<file path="src/rtl/fft_frame_sched.sv">
// fft_frame_sched: round-robin frame scheduler feeding an SDF FFT core, tagging output windows with source channel
module fft_frame_sched #(
    parameter int N    = 4,
    parameter int DW   = 32,
    parameter int TAGD = 4
) (
    input  logic          clk,
    input  logic          rst_n,
    input  logic          req0,
    input  logic [DW-1:0] data0,
    output logic          gnt0,
    input  logic          req1,
    input  logic [DW-1:0] data1,
    output logic          gnt1,
    output logic          start_ip,
    output logic [DW-1:0] ip,
    input  logic          op_ready,
    output logic          out_valid,
    output logic          out_chan,
    output logic          busy,
    output logic          err
);
    localparam int AW = $clog2(TAGD);
    localparam logic [0:0] S_IDLE   = 1'b0;
    localparam logic [0:0] S_STREAM = 1'b1;
    localparam logic [AW:0] FULL = (AW + 1)'(TAGD);

    logic [0:0]    state_q, state_d;
    logic [N-1:0]  in_cnt_q, in_cnt_d;
    logic          gnt0_q, gnt0_d, gnt1_q, gnt1_d;
    logic          last_grant_q, last_grant_d;
    logic [TAGD-1:0] tag_q, tag_d;
    logic [AW-1:0] wr_q, wr_d, rd_q, rd_d;
    logic [AW:0]   cnt_q, cnt_d;
    logic          out_valid_q, out_valid_d;
    logic [N-2:0]  out_cnt_q, out_cnt_d;
    logic          out_chan_q, out_chan_d;
    logic          err_q, err_d;
    logic          ov_last, bad, pop, dec, push, pick;

    // next-state: grant decision, tag FIFO push/pop, output window tracking
    always_comb begin
        ov_last = out_valid_q & (out_cnt_q == '1);
        // op_ready is only legal with a tag waiting and no window open (or the window's final cycle)
        bad  = op_ready & ((cnt_q == '0) | (out_valid_q & ~ov_last));
        pop  = op_ready & ~bad;
        dec  = (state_q == S_IDLE) | (in_cnt_q == '1);
        // a pop in this cycle frees a slot for this cycle's push
        push = dec & ((cnt_q != FULL) | pop) & (req0 | req1);
        pick = (req0 & req1) ? ~last_grant_q : req1;
        state_d      = dec ? (push ? S_STREAM : S_IDLE) : state_q;
        in_cnt_d     = dec ? '0 : in_cnt_q + N'(1);
        gnt0_d       = dec ? push & ~pick : gnt0_q;
        gnt1_d       = dec ? push & pick : gnt1_q;
        last_grant_d = push ? pick : last_grant_q;
        tag_d        = tag_q;
        if (push) tag_d[wr_q] = pick;
        wr_d         = wr_q + AW'(push);
        rd_d         = rd_q + AW'(pop);
        cnt_d        = cnt_q + (AW + 1)'(push) - (AW + 1)'(pop);
        out_valid_d  = pop | (out_valid_q & ~ov_last);
        out_cnt_d    = pop ? '0 : (out_valid_q ? out_cnt_q + (N - 1)'(1) : out_cnt_q);
        out_chan_d   = pop ? tag_q[rd_q] : out_chan_q;
        err_d        = err_q | bad;
    end

    // state registers with synchronous active-low reset
    always_ff @(posedge clk) begin
        if (!rst_n) begin
            state_q      <= S_IDLE;
            in_cnt_q     <= '0;
            gnt0_q       <= 1'b0;
            gnt1_q       <= 1'b0;
            last_grant_q <= 1'b1;
            tag_q        <= '0;
            wr_q         <= '0;
            rd_q         <= '0;
            cnt_q        <= '0;
            out_valid_q  <= 1'b0;
            out_cnt_q    <= '0;
            out_chan_q   <= 1'b0;
            err_q        <= 1'b0;
        end else begin
            state_q      <= state_d;
            in_cnt_q     <= in_cnt_d;
            gnt0_q       <= gnt0_d;
            gnt1_q       <= gnt1_d;
            last_grant_q <= last_grant_d;
            tag_q        <= tag_d;
            wr_q         <= wr_d;
            rd_q         <= rd_d;
            cnt_q        <= cnt_d;
            out_valid_q  <= out_valid_d;
            out_cnt_q    <= out_cnt_d;
            out_chan_q   <= out_chan_d;
            err_q        <= err_d;
        end
    end

    assign gnt0      = gnt0_q;
    assign gnt1      = gnt1_q;
    assign start_ip  = (gnt0_q | gnt1_q) & (in_cnt_q == '0);
    assign ip        = gnt0_q ? data0 : (gnt1_q ? data1 : '0);
    assign out_valid = out_valid_q;
    assign out_chan  = out_chan_q;
    assign busy      = gnt0_q | gnt1_q | (cnt_q != '0) | out_valid_q;
    assign err       = err_q;
endmodule

</file>
<file path="config.mk">
export PLATFORM = sky130hd
export DESIGN_NAME = fft_frame_sched
export DESIGN_NICKNAME = d
export VERILOG_FILES = /design/src/rtl/fft_frame_sched.sv
export SDC_FILE = /design/constraint.sdc
export NUM_CORES = 1
export LEC_CHECK = 0
export ABC_AREA = 1
export CORE_ASPECT_RATIO = 1.2
export CORE_UTILIZATION = 33
export DETAILED_ROUTE_END_ITERATION = 16
export PLACE_DENSITY = 0.84
export SLEW_MARGIN = 0
export SYNTH_ARGS = -nofsm -noshare
export SYNTH_HDL_FRONTEND = slang
export SYNTH_SLANG_ARGS = --single-unit
</file>
<file path="constraint.sdc">
create_clock -name clk -period 2.4 [get_ports clk]
set_clock_uncertainty 0.15 [all_clocks]
set_input_delay 0.48 -clock clk [delete_from_list [all_inputs] [get_ports clk]]
set_output_delay 0.48 -clock clk [all_outputs]
set_load 0.005 [all_outputs]
</file>
==> results of run 1 <==
-- registers in the layout, indices dropped and copies added, names as in the netlist --
name	count
wr_q	2
cnt_q	3
gnt0	1
last_grant_q	1
in_cnt_q	4
err	1
gnt1	1
out_valid	1
out_chan	1
out_cnt_q	3
rd_q	2
tag_q	4
state_q	1
-- metal layers --
metal / share of wire, % / track usage [%]
met1: 39 / 19.84
met2: 51 / 36.53
met3: 8.8 / 3.714
met4: 0.81 / 5.319
met5: 0 / 0
-- area by class of cell --
class                      count  area [um^2]
sequential                    25        503.0
inverter                      31        116.4
tap                           58        72.57
multi-input combinational    192        998.5
clock buffer                   4        45.04
fill                         408         1729
timing repair buffer         121         1231
-- cell usage in the layout (no fill, tap or decap), types with 5 or more instances in the layout --
master           instances
nand3_1                 39
nand3_2                  5
nor2_1                  19
a21oi_1                  7
nand2_1                 89
dfxtp_1                 23
clkdlybuf4s50_1        107
nand4_1                  5
inv_1                   29
buf_4                   10
-- per-stage QoR --
step                      cell area (um^2)  hold slack, ps
after global routing                  2967           340.4
after CTS                             2887           326.5
after global placement                2830           294.4
after detailed placement              2830           307.8
after floorplan                       1649           278.7
final                                 2967           320.1
-- worst min path at each step --
stage | from | endpoint | slack, ps
after global placement | in_cnt_q[0]$_SDFF_PP0_ | in_cnt_q[0]$_SDFF_PP0_ | 290
after floorplan | last_grant_q$_SDFFE_PN1P_ | last_grant_q$_SDFFE_PN1P_ | 280
after detailed placement | in_cnt_q[0]$_SDFF_PP0_ | in_cnt_q[0]$_SDFF_PP0_ | 310
final | in_cnt_q[0]$_SDFF_PP0_ | in_cnt_q[0]$_SDFF_PP0_ | 320
after global routing | out_cnt_q[1]$_SDFFE_PP0P_ | out_cnt_q[1]$_SDFFE_PP0P_ | 340
after CTS | in_cnt_q[0]$_SDFF_PP0_ | in_cnt_q[0]$_SDFF_PP0_ | 330
-- critical path, stage by stage (launching register included) --
cell and delay, ps:
dfxtp_2 340, ha_2 160, ha_2 150, inv_1 40, nand2_2 70, nand3_2 90, nand2_2 100, nand2_2 80
ha_4 260, inv_1 30, ha_1 190, fa_2 340, inv_2 70, o21ai_1 70, a21oi_1 130
-- cells by family after synthesis --
group,synth area share [%]
xor+xnor,3.187
flops,30.35
fa+ha+maj,7.284
simple gates,43.63
compound gates,4.401
buf+inv,11.15
-- synthesized netlist by cell type, types with 2 or more instances --
| library cell | number | share of area, % |
|---|---|---|
| o21ai_0 | 3 | 0.91 |
| a21oi_1 | 7 | 2.1 |
| xnor2_1 | 4 | 2.1 |
| buf_1 | 2 | 0.46 |
| ha_1 | 8 | 6.1 |
| nand3_2 | 5 | 3.0 |
| buf_6 | 2 | 1.4 |
| nand4_1 | 5 | 1.9 |
| inv_1 | 31 | 7.1 |
| nor2_1 | 19 | 4.3 |
| clkbuf_1 | 10 | 2.3 |
| dfxtp_1 | 25 | 30 |
| nand3_1 | 39 | 12 |
| xor2_1 | 2 | 1.1 |
| nand2_1 | 91 | 21 |
| nand2_2 | 2 | 0.76 |
-- what timing repair did --
| action | 4_1_cts | 5_1_grt |
|---|---|---|
| resized for setup | 2 | 11 |
| buffers inserted | 1 | 3 |
| pin swaps | 1 | 2 |
| setup endpoints to repair | 1 | 4 |
| gates cloned | 0 | 1 |
-- report_power, final --
| part | total [mW] | internal, mW | switching (mW) |
|---|---|---|---|
| Combinational | 1.29 | 0.701 | 0.584 |
| Sequential | 0.619 | 0.523 | 0.0966 |
| Clock | 0.243 | 0.119 | 0.125 |
==> impl_metrics.tcl, run 1 <==
set metrics [dict create \
    synth.avg_cell_area_um2 6.294 \
    timing_worst_slew_pin_value_ps 240.1 \
    die_w_um 66.53 \
    finish.net_count 452 \
    ant_nets 0 \
    post_synth_instance_area_mm2 0.001649 \
    worst_hold_path.num_cells 1 \
    yosys_register_bits 25 \
    grt.overflow.total 0 \
    seq_area_frac_synth_pct 30.35 \
    worstPathRequired_ps 2440 \
    row_count 27 \
    status "completed" \
    r2r_cells 14 \
    routed-via-count 2004 \
    drt-initial-drc-count 55 \
    yosysWarnings 0 \
    mappedNetlistNets 340 \
    timing.critical_path.to_type "flop" \
    numClockSinks 25 \
    maxCapViolCount 0 \
    finalWirelength_um 5314 \
    antennaDiodeCount 0 \
    total_power_mw 2.148 \
    post-place-cells 422 \
    cellLeakagePower_nw 1.360 \
    critPathCapture "cnt_q[2]$_SDFF_PN0_" \
    max-vdd-ir-drop_uv 602.4 \
    pin_count_of_the_biggest_net_entering_global_routing 34 \
    number_of_iterations_in_the_first_detailed_routing_pass 4 \
    initial_utilization_pct 35.12 \
    finish.cell_count_without_fillers 431 \
    cts-root-to-sink-buffers 2 \
    gp_congestion 0.7773 \
    io_pins 108 \
    synth-async-reset-ratio_pct 0 \
    routed_via_density 4.650 \
    crit_path_max_fanout 3 \
    r2r-end "cnt_q[2]$_SDFF_PN0_" \
    pwr_density_cell_mw_per_mm2 724.0 \
    number_of_cells_produced_by_synthesis 262 \
    wl_per_cell_um 12.33 \
    area_delta_synth_final_pct 79.89 \
    critPathArrivalTime_ps 2380 \
    timing.critical_path.from_type "flop" \
    first_global_vias 1832 \
    cts_max_level 1 \
    die-area_mm2 0.005285 \
    final-max-slew-violation-count 0 \
    floorplan.die.height_um 79.44 \
    timing.rr.start "out_cnt_q[0]$_SDFFE_PP0P_" \
    grt_pass1_wl_um 7803 \
    max_freq_mhz 427.7 \
    finalSetupViolCount 0 \
    setup_slack_ps 61.68 \
    ctsRootBufferMaster "clkbuf_8" \
    hold_path.class "reg2reg" \
    synthFlopType "dfxtp_1" \
    clk_transition_reported_paths_ps 80 \
    post_route_clock_period_utilization_pct 97.43 \
    final_sum_of_negative_setup_slack_ps 0 \
    setup_crit_path_kind "reg2reg" \
    worst_setup_path_startpoint "out_cnt_q[0]$_SDFFE_PP0P_" \
    r2r_slack_ps 60 \
    drc_violations 0 \
    dp_slack_ps -205.0 \
    yosys.cell_types.count 23 \
    final-hold-violation-count 0 \
    port_buffers 107 \
    detailedPlacementHpwl_um 3973 \
    post_synth_edffs 0 \
    tritoncts "built" \
    core_region_area_mm2 0.004696 \
    tritoncts.num_buffers 3 \
    worstSkewPairLatency_ps 260 \
    max-slew-margin-rel_pct 83.94 \
    layout_min_cycle_time_ps 2338 \
    postLayoutCoreUtil_pct 63.18 \
    initial_antenna_violation_count 0 \
    share_of_layout_cells_above_drive_strength_1_pct 10.19 \
    cts-hold-fix-buffers 0 \
    groute.usage.overall_pct 18.81 \
]
No activity file was read; power rests on OpenSTA's default activity.
==> run 2: changes to the inputs <==
Settings changed: CORE_ASPECT_RATIO 1.2 to 0.7.
==> run 2 against run 1 <==
Compared with the run above:
- wire length up 0.90%
- flip-flop and latch count is the same
- register-to-register slack gained 40 ps
- non-clock buffer count down 1
- via count shrank 1.2%
- worst setup slack better by 19 ps
- sequential power barely moved
- first-iteration DRC count is 5.5% higher
- highest routed layer is now met3
- global-route usage fell by 0.37 points
==> impl_metrics.tcl, run 2 (synthesized netlist as in run 1, its figures left out) <==
set metrics [dict create \
    max-vdd-ir-drop_uv 437.9 \
    cp_num_buf_inv 3 \
    cellLeakagePower_nw 1.359 \
    post_route_clock_period_utilization_pct 96.62 \
    ctsRootBufferMaster "clkbuf_8" \
    dp_slack_ps -272.3 \
    timing.critical_path.to_type "flop" \
    timing.critical_path.from_type "primary input" \
    ant_nets 0 \
    clk_transition_reported_paths_ps 90 \
    antennaDiodeCount 0 \
    area_delta_synth_final_pct 79.59 \
    final-hold-violation-count 0 \
    final_sum_of_negative_setup_slack_ps 0 \
    postLayoutCoreUtil_pct 61.93 \
    worst_path_max_delay_cell "clkdlybuf4s50_1" \
    wl_per_cell_um 12.16 \
    gp_congestion 0.7975 \
    worstSkewPairLatency_ps 270 \
    routed_via_density 4.488 \
    io_pins 108 \
    grt.overflow.total 0 \
    numClockSinks 25 \
    critical_path.top_delay_family "adder cells" \
    row_count 21 \
    number_of_iterations_in_the_first_detailed_routing_pass 4 \
    port_buffers 107 \
    rsz0062_at_grt "false" \
    tritoncts.num_buffers 3 \
    worstPathRequired_ps 2440 \
    final-max-slew-violation-count 0 \
    drt-initial-drc-count 58 \
    finalWirelength_um 5362 \
    setup_slack_ps 81.07 \
    reg.largest.list "in_cnt_q: 4 flops, tag_q: 4 flops" \
    core_region_area_mm2 0.004782 \
    die_w_um 86.49 \
    share_of_layout_cells_above_drive_strength_1_pct 10.22 \
    cts-root-to-sink-buffers 2 \
    timing_worst_slew_pin_value_ps 344.2 \
    crit_path_max_fanout 3 \
    pwr_density_cell_mw_per_mm2 722.0 \
    tritoncts "built" \
    floorplan.die.height_um 61.15 \
    routed-via-count 1979 \
    detailedPlacementHpwl_um 4173 \
    setup_crit_path_kind "in2reg" \
    dpl_cell_area_mm2 0.002846 \
    groute.usage.overall_pct 18.44 \
    die-area_mm2 0.005288 \
    timing.critical_path.cells "clkdlybuf4s50_1 > nand3_4 > nand2_2 > nand2_2 > ha_1 > inv_1 > ha_2 > fa_2 > inv_2 > o21ai_0 > a21oi_1" \
    cts_max_level 1 \
    pin_count_of_the_biggest_net_entering_global_routing 35 \
    mostFrequentLayoutCells "107 x clkdlybuf4s50_1, 89 x nand2_1, 39 x nand3_1" \
    finalSetupViolCount 0 \
    drc_violations 0 \
    layout_min_cycle_time_ps 2319 \
    finalInstanceArea_mm2 0.002962 \
    mostFrequentLayoutCell "clkdlybuf4s50_1" \
    critical-path-max-stage-delay_ps 530 \
    max-slew-margin-rel_pct 76.98 \
    finish.net_count 451 \
    initial_antenna_violation_count 0 \
    max_freq_mhz 431.2 \
    initial_utilization_pct 34.48 \
    critPathArrivalTime_ps 2360 \
    first_global_vias 1671 \
    hold_path.class "reg2reg" \
    total_power_mw 2.138 \
    critPathMostFrequentCell "nand2_2" \
    status "completed" \
    grt_pass1_wl_um 7686 \
    total_of_fill_cells_in_the_finished_design 427 \
    maxCapViolCount 0 \
]
-- run 2: path summary, 6_finish.rpt --
| kind | from | end | slack (ps) | cells past startpoint |
|---|---|---|---|---|
| setup / recovery | op_ready | cnt_q[2]$_SDFF_PN0_ | 80 | 11 |
| hold / removal | in_cnt_q[0]$_SDFF_PP0_ | in_cnt_q[0]$_SDFF_PP0_ | 290 | 1 |
| setup reg to reg | out_cnt_q[0]$_SDFFE_PP0P_ | cnt_q[2]$_SDFF_PN0_ | 100 | 13 |
| hold reg to reg | in_cnt_q[0]$_SDFF_PP0_ | in_cnt_q[0]$_SDFF_PP0_ | 290 | 1 |
-- run 2: where the power goes --
| part | total (mW) | switching, mW | internal [mW] | leakage [nW] |
|---|---|---|---|---|
| clock network | 0.247 | 0.131 | 0.116 | 0.0255 |
| logic | 1.27 | 0.586 | 0.682 | 1.13 |
| registers | 0.622 | 0.0979 | 0.524 | 0.207 |
| total | 2.14 | 0.815 | 1.32 | 1.36 |
-- run 2: layer usage --
metal | track usage (%) | vias to the layer above | share of wire (%)
met2 | 33.11 | 44 | 48
met5 | 0 | - | 0
met1 | 23.75 | 888 | 46
met4 | 0.7143 | 0 | 0
met3 | 5.094 | 0 | 5.4
li1 | - | 1047 | -
-- run 2: area by class of cell --
class / count / area (um^2) / area share (%)
inverters: 31 / 116.4 / 3.929
clock inverters: 1 / 5.005 / 0.1690
clock buffers: 3 / 41.29 / 1.394
multi-input cells: 192 / 991.0 / 33.46
flip-flops and latches: 25 / 506.7 / 17.11
repair buffers: 120 / 1215 / 41.02
well taps: 69 / 86.33 / 2.915
-- run 2: what timing repair did --
| item | CTS | global route |
|---|---|---|
| setup buffers | 1 | 1 |
| hold buffers | 0 | 0 |
| endpoints found under the hold margin | 0 | 0 |
| gates resized for setup | 5 | 9 |
| cloned | 0 | 1 |
| pin swaps | 2 | 2 |
| setup endpoints to repair | 2 | 7 |
-- run 2: per-stage QoR --
step / cells / hold slack (ps)
after floorplan: 262 / 278.7
final: 441 / 290.5
after detailed placement: 435 / 305.7
after global routing: 441 / 306.0
after CTS: 439 / 326.1
after global placement: 435 / 297.0
